==> config.mk <==
export PLATFORM = sky130hd
export DESIGN_NAME = vram_arbiter
export DESIGN_NICKNAME = d
export VERILOG_FILES = /design/src/rtl/vram_arbiter.sv
export SDC_FILE = /design/constraint.sdc
export NUM_CORES = 1
export LEC_CHECK = 0
export BUFFER_PORTS_ARGS = -buffer_cell sky130_fd_sc_hd__buf_2
export CORE_ASPECT_RATIO = 1.4
export CORE_MARGIN = 4
export CORE_UTILIZATION = 47
export CTS_CLUSTER_SIZE = 14
export DETAILED_ROUTE_END_ITERATION = 16
export PLACE_DENSITY = 0.81
export REMOVE_ABC_BUFFERS = 1
export SETUP_SLACK_MARGIN = 0.3
export SYNTH_ARGS = -nofsm -noshare
export SYNTH_HDL_FRONTEND = slang
export SYNTH_SLANG_ARGS = --single-unit
==> constraint.sdc <==
create_clock -name clk -period 1.9 [get_ports clk]
set_input_delay 0 -clock clk [delete_from_list [all_inputs] [get_ports clk]]
set_output_delay 0 -clock clk [all_outputs]
set_load 0.02 [all_outputs]
==> src/rtl/vram_arbiter.sv <==
// Arbiter that shares one single-port video RAM between the video fetch path and a CPU port.
// Video owns the RAM inside the visible window; the CPU owns it during blanking, with a starvation guard.
module vram_arbiter #(
    parameter int ADDR_W     = 16,
    parameter int DATA_W     = 8,
    parameter int STARVE_MAX = 4
) (
    input  logic              clk,
    input  logic              rst,
    input  logic              active,
    input  logic              vid_req,
    input  logic [ADDR_W-1:0] vid_addr,
    output logic              vid_valid,
    output logic [DATA_W-1:0] vid_rdata,
    output logic              vid_miss,
    input  logic              cpu_req,
    input  logic              cpu_we,
    input  logic [ADDR_W-1:0] cpu_addr,
    input  logic [DATA_W-1:0] cpu_wdata,
    output logic              cpu_ack,
    output logic [DATA_W-1:0] cpu_rdata,
    output logic              mem_en,
    output logic              mem_we,
    output logic [ADDR_W-1:0] mem_addr,
    output logic [DATA_W-1:0] mem_wdata,
    input  logic [DATA_W-1:0] mem_rdata
);

    typedef enum logic [1:0] {
        CPU_IDLE   = 2'd0,
        CPU_ISSUED = 2'd1,
        CPU_WAIT   = 2'd2
    } cpu_state_e;

    localparam logic [3:0] STARVE_LIM = 4'(STARVE_MAX);

    cpu_state_e        state_q, state_d;
    logic [3:0]        starve_q, starve_d;
    logic              mem_en_q, mem_en_d;
    logic              mem_we_q, mem_we_d;
    logic [ADDR_W-1:0] mem_addr_q, mem_addr_d;
    logic [DATA_W-1:0] mem_wdata_q, mem_wdata_d;
    logic              vid_tag1_q, vid_tag1_d;
    logic              vid_valid_q, vid_valid_d;
    logic              vid_miss1_q, vid_miss1_d;
    logic              vid_miss_q, vid_miss_d;
    logic              cpu_rd_q, cpu_rd_d;
    logic [DATA_W-1:0] vid_hold_q, vid_hold_d;
    logic [DATA_W-1:0] cpu_hold_q, cpu_hold_d;

    logic cpu_pending_s;
    logic cpu_grant_s;
    logic vid_grant_s;

    // Arbitration, CPU FSM, starvation counter and next-state of the RAM pipeline
    always_comb begin
        state_d     = state_q;
        starve_d    = starve_q;
        mem_en_d    = 1'b0;
        mem_we_d    = 1'b0;
        mem_addr_d  = mem_addr_q;
        mem_wdata_d = mem_wdata_q;
        cpu_rd_d    = cpu_rd_q;

        cpu_pending_s = cpu_req && (state_q == CPU_IDLE);
        if (active) begin
            cpu_grant_s = cpu_pending_s && ((starve_q == STARVE_LIM) || !vid_req);
        end else begin
            cpu_grant_s = cpu_pending_s;
        end
        vid_grant_s = vid_req && !cpu_grant_s;

        if (!cpu_pending_s || cpu_grant_s) begin
            starve_d = 4'd0;
        end else if (starve_q != STARVE_LIM) begin
            starve_d = starve_q + 4'd1;
        end else begin
            starve_d = starve_q;
        end

        case (state_q)
            CPU_IDLE: begin
                if (cpu_grant_s) begin
                    state_d = CPU_ISSUED;
                end else begin
                    state_d = CPU_IDLE;
                end
            end
            CPU_ISSUED: state_d = CPU_WAIT;
            CPU_WAIT:   state_d = CPU_IDLE;
            default:    state_d = CPU_IDLE;
        endcase

        if (cpu_grant_s) begin
            mem_en_d    = 1'b1;
            mem_we_d    = cpu_we;
            mem_addr_d  = cpu_addr;
            mem_wdata_d = cpu_wdata;
            cpu_rd_d    = !cpu_we;
        end else if (vid_grant_s) begin
            mem_en_d   = 1'b1;
            mem_addr_d = vid_addr;
        end else begin
            mem_en_d = 1'b0;
        end

        // Owner tags travel alongside the access so returning data is routed without re-arbitrating
        vid_tag1_d  = vid_grant_s;
        vid_valid_d = vid_tag1_q;
        vid_miss1_d = vid_req && !vid_grant_s;
        vid_miss_d  = vid_miss1_q;

        vid_hold_d = vid_valid_q ? mem_rdata : vid_hold_q;
        if ((state_q == CPU_WAIT) && cpu_rd_q) begin
            cpu_hold_d = mem_rdata;
        end else begin
            cpu_hold_d = cpu_hold_q;
        end
    end

    // State and pipeline registers with synchronous active-low reset
    always_ff @(posedge clk) begin
        if (!rst) begin
            state_q     <= CPU_IDLE;
            starve_q    <= 4'd0;
            mem_en_q    <= 1'b0;
            mem_we_q    <= 1'b0;
            mem_addr_q  <= '0;
            mem_wdata_q <= '0;
            vid_tag1_q  <= 1'b0;
            vid_valid_q <= 1'b0;
            vid_miss1_q <= 1'b0;
            vid_miss_q  <= 1'b0;
            cpu_rd_q    <= 1'b0;
            vid_hold_q  <= '0;
            cpu_hold_q  <= '0;
        end else begin
            state_q     <= state_d;
            starve_q    <= starve_d;
            mem_en_q    <= mem_en_d;
            mem_we_q    <= mem_we_d;
            mem_addr_q  <= mem_addr_d;
            mem_wdata_q <= mem_wdata_d;
            vid_tag1_q  <= vid_tag1_d;
            vid_valid_q <= vid_valid_d;
            vid_miss1_q <= vid_miss1_d;
            vid_miss_q  <= vid_miss_d;
            cpu_rd_q    <= cpu_rd_d;
            vid_hold_q  <= vid_hold_d;
            cpu_hold_q  <= cpu_hold_d;
        end
    end

    // Read data passes straight through in its return cycle and holds afterwards
    assign vid_rdata = vid_valid_q ? mem_rdata : vid_hold_q;
    assign cpu_rdata = ((state_q == CPU_WAIT) && cpu_rd_q) ? mem_rdata : cpu_hold_q;
    assign vid_valid = vid_valid_q;
    assign vid_miss  = vid_miss_q;
    assign cpu_ack   = (state_q == CPU_WAIT);
    assign mem_en    = mem_en_q;
    assign mem_we    = mem_we_q;
    assign mem_addr  = mem_addr_q;
    assign mem_wdata = mem_wdata_q;

endmodule

==> impl_metrics.env <==
export IMPL_synthArstFlopShare_pct=0
export IMPL_cts_setup_buffers=0
export IMPL_antennaDiodeCount=0
export IMPL_tightest_slew_ps=416.7
export IMPL_syn_area_um2=2262
export IMPL_track_usage_pct=18.28
export IMPL_end_kind="flop"
export IMPL_io_buffers=98
export IMPL_setup_worst_path_end="mem_wdata[5]"
export IMPL_yosysWarnings=0
export IMPL_multi_input_area_um2=1111
export IMPL_clock_latency_ps=300
export IMPL_routed_wl_um=5269
export IMPL_hold_violations=0
export IMPL_cts_inserted_buffers=5
export IMPL_coreArea_um2=4608
export IMPL_die_width_um=66.64
export IMPL_grt_ovfl_total=0
export IMPL_crit_path_start="starve_q[0]"
export IMPL_slew_headroom_pct=72.22
export IMPL_dp_cells=371
export IMPL_p_leak_nw=1.598
export IMPL_r2r_end="mem_wdata[5]"
export IMPL_grt_first_pass_wirelength_um=8625
export IMPL_nets=398
export IMPL_setup_viol=0
export IMPL_holdPathStages=3
export IMPL_cts_max_level=2
export IMPL_min_period_ps=1471
export IMPL_fin_cells=405
export IMPL_nFillCells=385
export IMPL_ys_types=28
export IMPL_path_class="reg -> reg"
export IMPL_fin_worst_skew_ps=6.382
export IMPL_std_cell_rows=29
export IMPL_antenna_found_initial=0
export IMPL_cts_sinks=53
export IMPL_drv_slew=0
export IMPL_routed_via_density=4.741
export IMPL_cts_tree="yes"
export IMPL_yosysSeqAreaShare_pct=46.90
export IMPL_cp_max_fo=10
export IMPL_grt_pass1_vias=1913
export IMPL_holdCritPathClass="in -> reg"
export IMPL_ant_nets=0
export IMPL_cts_buffer_depth=2
export IMPL_dpl_hpwl_um=3633
export IMPL_maxCapViolations=0
export IMPL_synth_top_flop_cell="dfxtp_1"
export IMPL_ys_seq_elements=53
export IMPL_tns_ps=0
export IMPL_dieArea_um2=6003
export IMPL_drtPass1Iterations=3
export IMPL_grt_max_degree=31
export IMPL_io_pins=99
export IMPL_drive_gt1_share_pct=42.57
export IMPL_r2r_cells=6
export IMPL_die_h_um=90.09
export IMPL_vdd_drop_max_v=0.0004390
export IMPL_cp_arrival_ps=1700
export IMPL_dr_total_vias=1920
export IMPL_dp_slack_ps=406.8
export IMPL_drc=0
export IMPL_fmax_mhz=680.0
export IMPL_drtIter0Drc=46
export IMPL_worstReg2RegStart="starve_q[0]"
export IMPL_ctsRootBufferMaster="clkbuf_8"
export IMPL_fin_util_pct=68.94
export IMPL_synth_cells=220
export IMPL_period_share_pct=77.40
export IMPL_start_util_pct=49.09
export IMPL_finalWorstSetupSlack_ps=429.3
export IMPL_start_kind="flop"
export IMPL_synth_edf_count=0
export IMPL_routedWlPerCell_um=13.01
export IMPL_cp_required_ps=2130
export IMPL_rrSetupSlack_ps=430
export IMPL_holdWs_ps=60.51
export IMPL_place_gp_congestion=0.7200
export IMPL_cts_clk_slew_worst_paths_ps=90
export IMPL_powerDensity_nw_per_um2=757.0
export IMPL_avgSynthCellArea_um2=10.28
export IMPL_area_delta_synth_final_pct=40.43
export IMPL_area_sequential_um2=1061
export IMPL_rsz0062_at_grt="false"
export IMPL_status="finished, final reports clean"
-- cells in the final DEF (no fill, tap or decap), types with 2 or more instances in the layout --
cell and count:
and2_1 21, buf_2 98, buf_4 4, clkbuf_8 6
dfxtp_1 53, dlygate4sd3_1 26, ha_1 2, inv_1 3
mux2_2 32, mux2i_1 26, nand2_1 50, nor2_1 6
-- cell type report --
type,count,share of cell area [%]
Clock buffer,6,2.599
Timing Repair Buffer,129,25.05
Clock inverter,2,1.182
Multi-Input combinational cell,150,34.97
Tap cell,62,2.442
Inverter,3,0.3545
Sequential cell,53,33.40
-- how the worst min path moves through the flow --
stage | startpoint | to | slack (ps)
2_1_floorplan | vid_req | vid_tag1_q | 110
3_3_place_gp | cpu_we | mem_we | 230
3_5_place_dp | cpu_we | mem_we | 220
4_1_cts | mem_rdata[1] | cpu_hold_q[1] | 50
5_1_grt | mem_rdata[6] | cpu_hold_q[6] | 50
6_report | mem_rdata[7] | cpu_hold_q[7] | 60
-- repair_timing --
item,4_1_cts,5_1_grt
hold endpoints to repair,27,0
gates resized for setup,0,3
hold buffers,26,0
endpoints found under the setup margin,0,17
-- power by group --
group	total, mW	internal, mW	switching, mW
Sequential	1.20	1.17	0.0317
Clock	0.777	0.428	0.349
Combinational	0.428	0.215	0.213
Total	2.40	1.81	0.594
-- synth_stat cells (2+ instances only) --
cell type | number | area share [%]
and2_1 | 21 | 5.8
buf_2 | 3 | 0.66
clkbuf_1 | 6 | 1.0
dfxtp_1 | 53 | 47
ha_1 | 2 | 1.1
inv_1 | 3 | 0.50
mux2_2 | 32 | 16
mux2i_1 | 26 | 12
nand2_1 | 50 | 8.3
nor2_1 | 6 | 1.0
-- per-layer routing --
metal | vias to the layer above | share of wire [%] | track usage [%]
met4 | 0 | 2.7 | 6.949
met2 | 74 | 54 | 33.61
met3 | 15 | 6.4 | 3.990
met5 | - | 0 | 0
li1 | 962 | - | -
met1 | 869 | 37 | 19.47
-- logic make-up after synthesis --
kind of cell,synth area share (%)
compound gates,1.051
xor+xnor,0.3872
fa+ha+maj,1.106
buf+inv,4.701
flops,46.90
mux,27.43
simple gates,18.42
-- state kept, by name (all words and copies together), names as in the netlist --
name	cells
vid_miss1_q	1
cpu_hold_q	8
vid_tag1_q	1
vid_hold_q	8
state_q	2
mem_addr	16
starve_q	4
vid_valid	1
mem_en	1
mem_we	1
mem_wdata	8
vid_miss	1
cpu_rd_q	1
-- per-stage QoR --
step                area [µm²]  power [mW]
finish                    3177       2.405
floorplan                 2167       1.436
detailed placement        2780       1.605
global route              3177       2.529
CTS                       3161       2.430
global placement          2780       1.596
-- worst max-delay path: stages (launching register included) --
cell and delay, ps:
dfxtp_1 340, inv_1 60, ha_1 160, nand3b_1 170
a21boi_4 220, buf_4 230, mux2i_1 220
Note: power is estimated with default switching activity, not from simulation.
